<file path="config.mk">
export PLATFORM = sky130hd
export DESIGN_NAME = binary_divider_16bit
export DESIGN_NICKNAME = d
export VERILOG_FILES = /design/src/rtl/binary_divider_16bit.sv
export SDC_FILE = /design/constraint.sdc
export NUM_CORES = 1
export LEC_CHECK = 0
export CELL_PAD_IN_SITES_DETAIL_PLACEMENT = 0
export CELL_PAD_IN_SITES_GLOBAL_PLACEMENT = 1
export CORE_UTILIZATION = 41
export DETAILED_ROUTE_END_ITERATION = 8
export PLACE_DENSITY_LB_ADDON = 0.12
export SLEW_MARGIN = 10
export SYNTH_ARGS = -nofsm -noshare
export SYNTH_HDL_FRONTEND = slang
export SYNTH_SLANG_ARGS = --single-unit
export TNS_END_PERCENT = 50
</file>
<file path="constraint.sdc">
create_clock -name clock -period 3.8 [get_ports clock]
set_input_delay 0.76 -clock clock [delete_from_list [all_inputs] [get_ports clock]]
set_output_delay 0.76 -clock clock [all_outputs]
set_load 0.005 [all_outputs]
</file>
<file path="src/rtl/binary_divider_16bit.sv">
// Restoring shift-subtract unsigned divider, one quotient bit per clock.
// Start loads operands; Done rises N edges later (same edge for a zero divisor) and holds until Start.
module binary_divider_16bit #(
  parameter int N = 16,
  parameter int M = 4
) (
  input  logic         clock,
  input  logic         Reset,
  input  logic         Start,
  input  logic [N-1:0] dividend,
  input  logic [N-1:0] divisor,
  output logic         Busy,
  output logic         Done,
  output logic         div_by_zero,
  output logic [N-1:0] quotient,
  output logic [N-1:0] remainder
);

  localparam logic [1:0] S_IDLE = 2'd0;
  localparam logic [1:0] S_BUSY = 2'd1;
  localparam logic [1:0] S_DONE = 2'd2;

  localparam logic [M:0] CNT_INIT = (M+1)'(N);
  localparam logic [M:0] CNT_ONE  = (M+1)'(1);

  logic [1:0]   state_q, state_d;
  logic [2*N:0] acc_q, acc_d;
  logic [N-1:0] dvs_q, dvs_d;
  logic [M:0]   cnt_q, cnt_d;
  logic         dz_q, dz_d;

  logic [2*N:0] shl;
  logic [N:0]   trial;
  logic [N-1:0] lo;

  always_comb begin
    shl     = acc_q << 1;
    trial   = shl[2*N:N] - {1'b0, dvs_q};
    // shl[0] is always zero, so OR-ing places the new quotient bit
    lo      = shl[N-1:0] | {{(N-1){1'b0}}, ~trial[N]};
    state_d = state_q;
    acc_d   = acc_q;
    dvs_d   = dvs_q;
    cnt_d   = cnt_q;
    dz_d    = dz_q;
    case (state_q)
      S_IDLE, S_DONE: begin
        if (Start) begin
          dvs_d = divisor;
          cnt_d = CNT_INIT;
          if (divisor == '0) begin
            // Preload the divide-by-zero result: all-ones quotient, dividend as remainder
            acc_d   = {1'b0, dividend, {N{1'b1}}};
            dz_d    = 1'b1;
            state_d = S_DONE;
          end else begin
            acc_d   = {{(N+1){1'b0}}, dividend};
            dz_d    = 1'b0;
            state_d = S_BUSY;
          end
        end
      end
      S_BUSY: begin
        acc_d = trial[N] ? {shl[2*N:N], lo} : {trial, lo};
        cnt_d = cnt_q - CNT_ONE;
        if (cnt_q == CNT_ONE) begin
          state_d = S_DONE;
        end
      end
      default: state_d = S_IDLE;
    endcase
  end

  always_ff @(posedge clock) begin
    if (!Reset) begin
      state_q <= S_IDLE;
      acc_q   <= '0;
      dvs_q   <= '0;
      cnt_q   <= CNT_INIT;
      dz_q    <= 1'b0;
    end else begin
      state_q <= state_d;
      acc_q   <= acc_d;
      dvs_q   <= dvs_d;
      cnt_q   <= cnt_d;
      dz_q    <= dz_d;
    end
  end

  assign Busy        = (state_q == S_BUSY);
  assign Done        = (state_q == S_DONE);
  assign div_by_zero = Done & dz_q;
  assign quotient    = Done ? acc_q[N-1:0]   : '0;
  assign remainder   = Done ? acc_q[2*N-1:N] : '0;

endmodule

</file>
==> results.txt <==
CTS Hold Bufs -> 0
Fraction of power consumed by sequential logic -> 0.232
Combinational share of power -> 0.646
Clock tree buffer depth -> 2
Worst Path Required -> 3.04 ns
First-pass GRT wire length -> 18,160 um
Die H -> 97.84 um
# port buffers -> 69
Async set-or-reset flop fraction in the synthesized netlist -> 0
Most frequent cells in the layout -> 69 x clkdlybuf4s50_1, 58 x nand2_1, 56 x dfxtp_1, 43 x a21oi_1, 34 x and2_1
Crit path time final -> 2.783 ns
Core area -> 8806 um2
Status -> complete, but fails checks
Worst-path clk slew -> 0.10 ns
Hold Path Class -> flip-flop to flip-flop
Syn_area_per_cell -> 7.655 um2
# clock sinks -> 56
Worst-Skew Late Latency -> 0.33 ns
CP startpoint kind -> flip-flop
Maxcap violations -> 0
Final wirelength -> 11,420 um
DR vias/cell -> 5.871
Net Sw Power -> 1.730 mW
Netlist Area Pre-Place -> 3766 um2
Number of H-tree levels -> 2
Setup violations, final -> 0
Area delta synth->final -> 22.39%
R2R Setup Slk -> 1.02 ns
ANT nets after route -> 0
Fmax -> 359.3 MHz
Overflow after GRT -> 0
CTS tree -> built
Seq cells post-synth -> 56
Largest net degree at the start of global routing -> 49
Max-slew headroom -> 0.4427
Max Fanout on Critical Path -> 28
# Post-CTS Setup Buffers -> 0
Peak supply drop -> 383.3 uV
Reg2reg end -> acc_q[26]
RSZ-0062 raised after global routing -> false
Overall Global Routing Usage -> 0.2367
DRT Pass-1 Iters -> 7
Vias in the first global route -> 3,605
Endpoints failing hold -> 0
Die Wd -> 97.84 um
Fraction of layout cells with a size suffix above 1 -> 0.05535
Most used DFF post-synth -> dfxtp_1
Initial DRC Count -> 215
Via count -> 3,816
HPWL Detailed -> 8443 um
Total number of yosys warnings -> 0
End of the critical path -> remainder[6]
Clock Root Buffer -> clkbuf_8
Leakage Power -> 1.736 nW
Worst-case reg-to-reg path depth -> 9
Most common cell after layout, fill and taps aside -> clkdlybuf4s50_1
Resize count post-CTS -> 0
Final slew viol count -> 0
Fin util -> 0.5234
Worst hold slack -> 0.4636 ns
Die area -> 9573 um2
Gpl congestion -> 0.8576
Clock share of power -> 0.121
R2R Path Start -> acc_q[15]
Sum Neg Setup Slack -> 0 ns
Layout filler cell count -> 899
Fin nets -> 595
FP Rows -> 34
Top Ports -> 70
Slew @ Worst Pin -> 0.8328 ns
Initial antenna violation count -> 0
Failing checks -> design-rule violations
Drt wl/cell -> 17.57 um
Worst setup startpoint -> state_q[1]
Setup crit end kind -> output port
Skew final -> 0.01453 ns
Switching Fraction -> 0.4956
Distinct cells, synth -> 63
Crit share post-route -> 0.7324
Kind of critical path -> flip-flop to output port
Power per cell area -> 757.1 nW/um2
Cells after synthesis -> 492
Antenna Diode Count -> 0
DRC Markers -> 4
Sequential-to-total area share from yosys stat -> 0.2977
CP arrival -> 2.02 ns
Post-Syn Nets -> 546
EDFF count, synth -> 0
CTS Buf Count -> 5
Int Power -> 1.760 mW
Initial Util -> 0.4277
power groups by stage:
stage / clock [mW] / combinational [mW] / sequential [mW]
2_1_floorplan: 0 / 1.76 / 0.765
3_3_place_gp: 0 / 2.19 / 0.823
3_5_place_dp: 0 / 2.20 / 0.823
4_1_cts: 0.431 / 2.22 / 0.809
5_1_grt: 0.453 / 2.46 / 0.822
6_report: 0.424 / 2.26 / 0.810
state kept, by name, summed over array words and instances, names as in the netlist:
| signal | flops |
|---|---|
| cnt_q | 5 |
| dvs_q | 16 |
| acc_q | 32 |
| dz_q | 1 |
| state_q | 2 |
Yosys cell counts (all sizes together) (6+ instances only):
library cell  count  share of area
a21oi            45          0.064
a22o              7          0.016
a22oi            19          0.038
and2             34          0.056
and3              9          0.016
buf              14          0.023
clkbuf           22          0.022
dfxtp            56           0.30
ha               18          0.060
inv              25          0.025
nand2            58          0.058
nand3            21          0.028
nor2             21          0.022
nor3             18          0.025
o211ai           10          0.020
o21ai            23          0.031
xnor2             6          0.014
xor2              6          0.014
kinds of logic after synthesis:
| group | after synthesis | share of synthesized area |
|---|---|---|
| AO/OA/AOI/OAI | 155 | 0.2821 |
| XOR/XNOR | 12 | 0.02791 |
| adder cells (fa/ha/maj) | 19 | 0.06512 |
| buffers and inverters | 62 | 0.07109 |
| flip-flops | 56 | 0.2977 |
| multiplexers | 1 | 0.002658 |
| AND/OR/NAND/NOR | 187 | 0.2535 |
layout make-up:
cell class | count | area [um2] | share of cell area
Multi-Input combinational cell | 374 | 2382 | 0.5168
Timing Repair Buffer | 78 | 758.2 | 0.1645
Sequential cell | 56 | 1121 | 0.2432
Tap cell | 108 | 135.1 | 0.02932
Clock inverter | 3 | 46.29 | 0.01004
Clock buffer | 5 | 68.82 | 0.01493
Inverter | 26 | 97.59 | 0.02117
worst max-delay path, stage by stage (launching register included):
cell and delay, ns:
dfxtp_1 0.35, nor2b_1 0.35, buf_4 0.32, and2_1 0.17, clkdlybuf4s50_1 0.50
stage by stage:
step | instances | setup WS (ns) | instance area [um2] | power (mW)
global placement | 642 | 0.7965 | 4494 | 3.014
floorplan | 492 | 1.450 | 3766 | 2.521
finish | 650 | 1.017 | 4609 | 3.490
global route | 650 | 0.8591 | 4609 | 3.732
CTS | 650 | 0.9895 | 4609 | 3.464
detailed placement | 642 | 0.7467 | 4494 | 3.028
worst min path at each step:
stage / from / endpoint / slack (ns) / cells past startpoint
3_3_place_gp: dvs_q[2] / dvs_q[2] / 0.45 / 2
3_5_place_dp: dvs_q[12] / dvs_q[12] / 0.45 / 2
5_1_grt: dvs_q[12] / dvs_q[12] / 0.48 / 2
4_1_cts: dvs_q[12] / dvs_q[12] / 0.46 / 2
6_report: dvs_q[12] / dvs_q[12] / 0.46 / 2
2_1_floorplan: dvs_q[10] / dvs_q[10] / 0.44 / 2
metal layers:
metal / track usage / up-vias / wire, um / part of all wire
met5: 0 / - / 0 / 0
met4: 0.06993 / 0 / 163 / 0.014
met3: 0.03364 / 15 / 475 / 0.042
met2: 0.4063 / 109 / 5572 / 0.49
met1: 0.3073 / 1812 / 5206 / 0.46
li1: - / 1880 / - / -
Note: power is estimated with default switching activity, not from simulation.
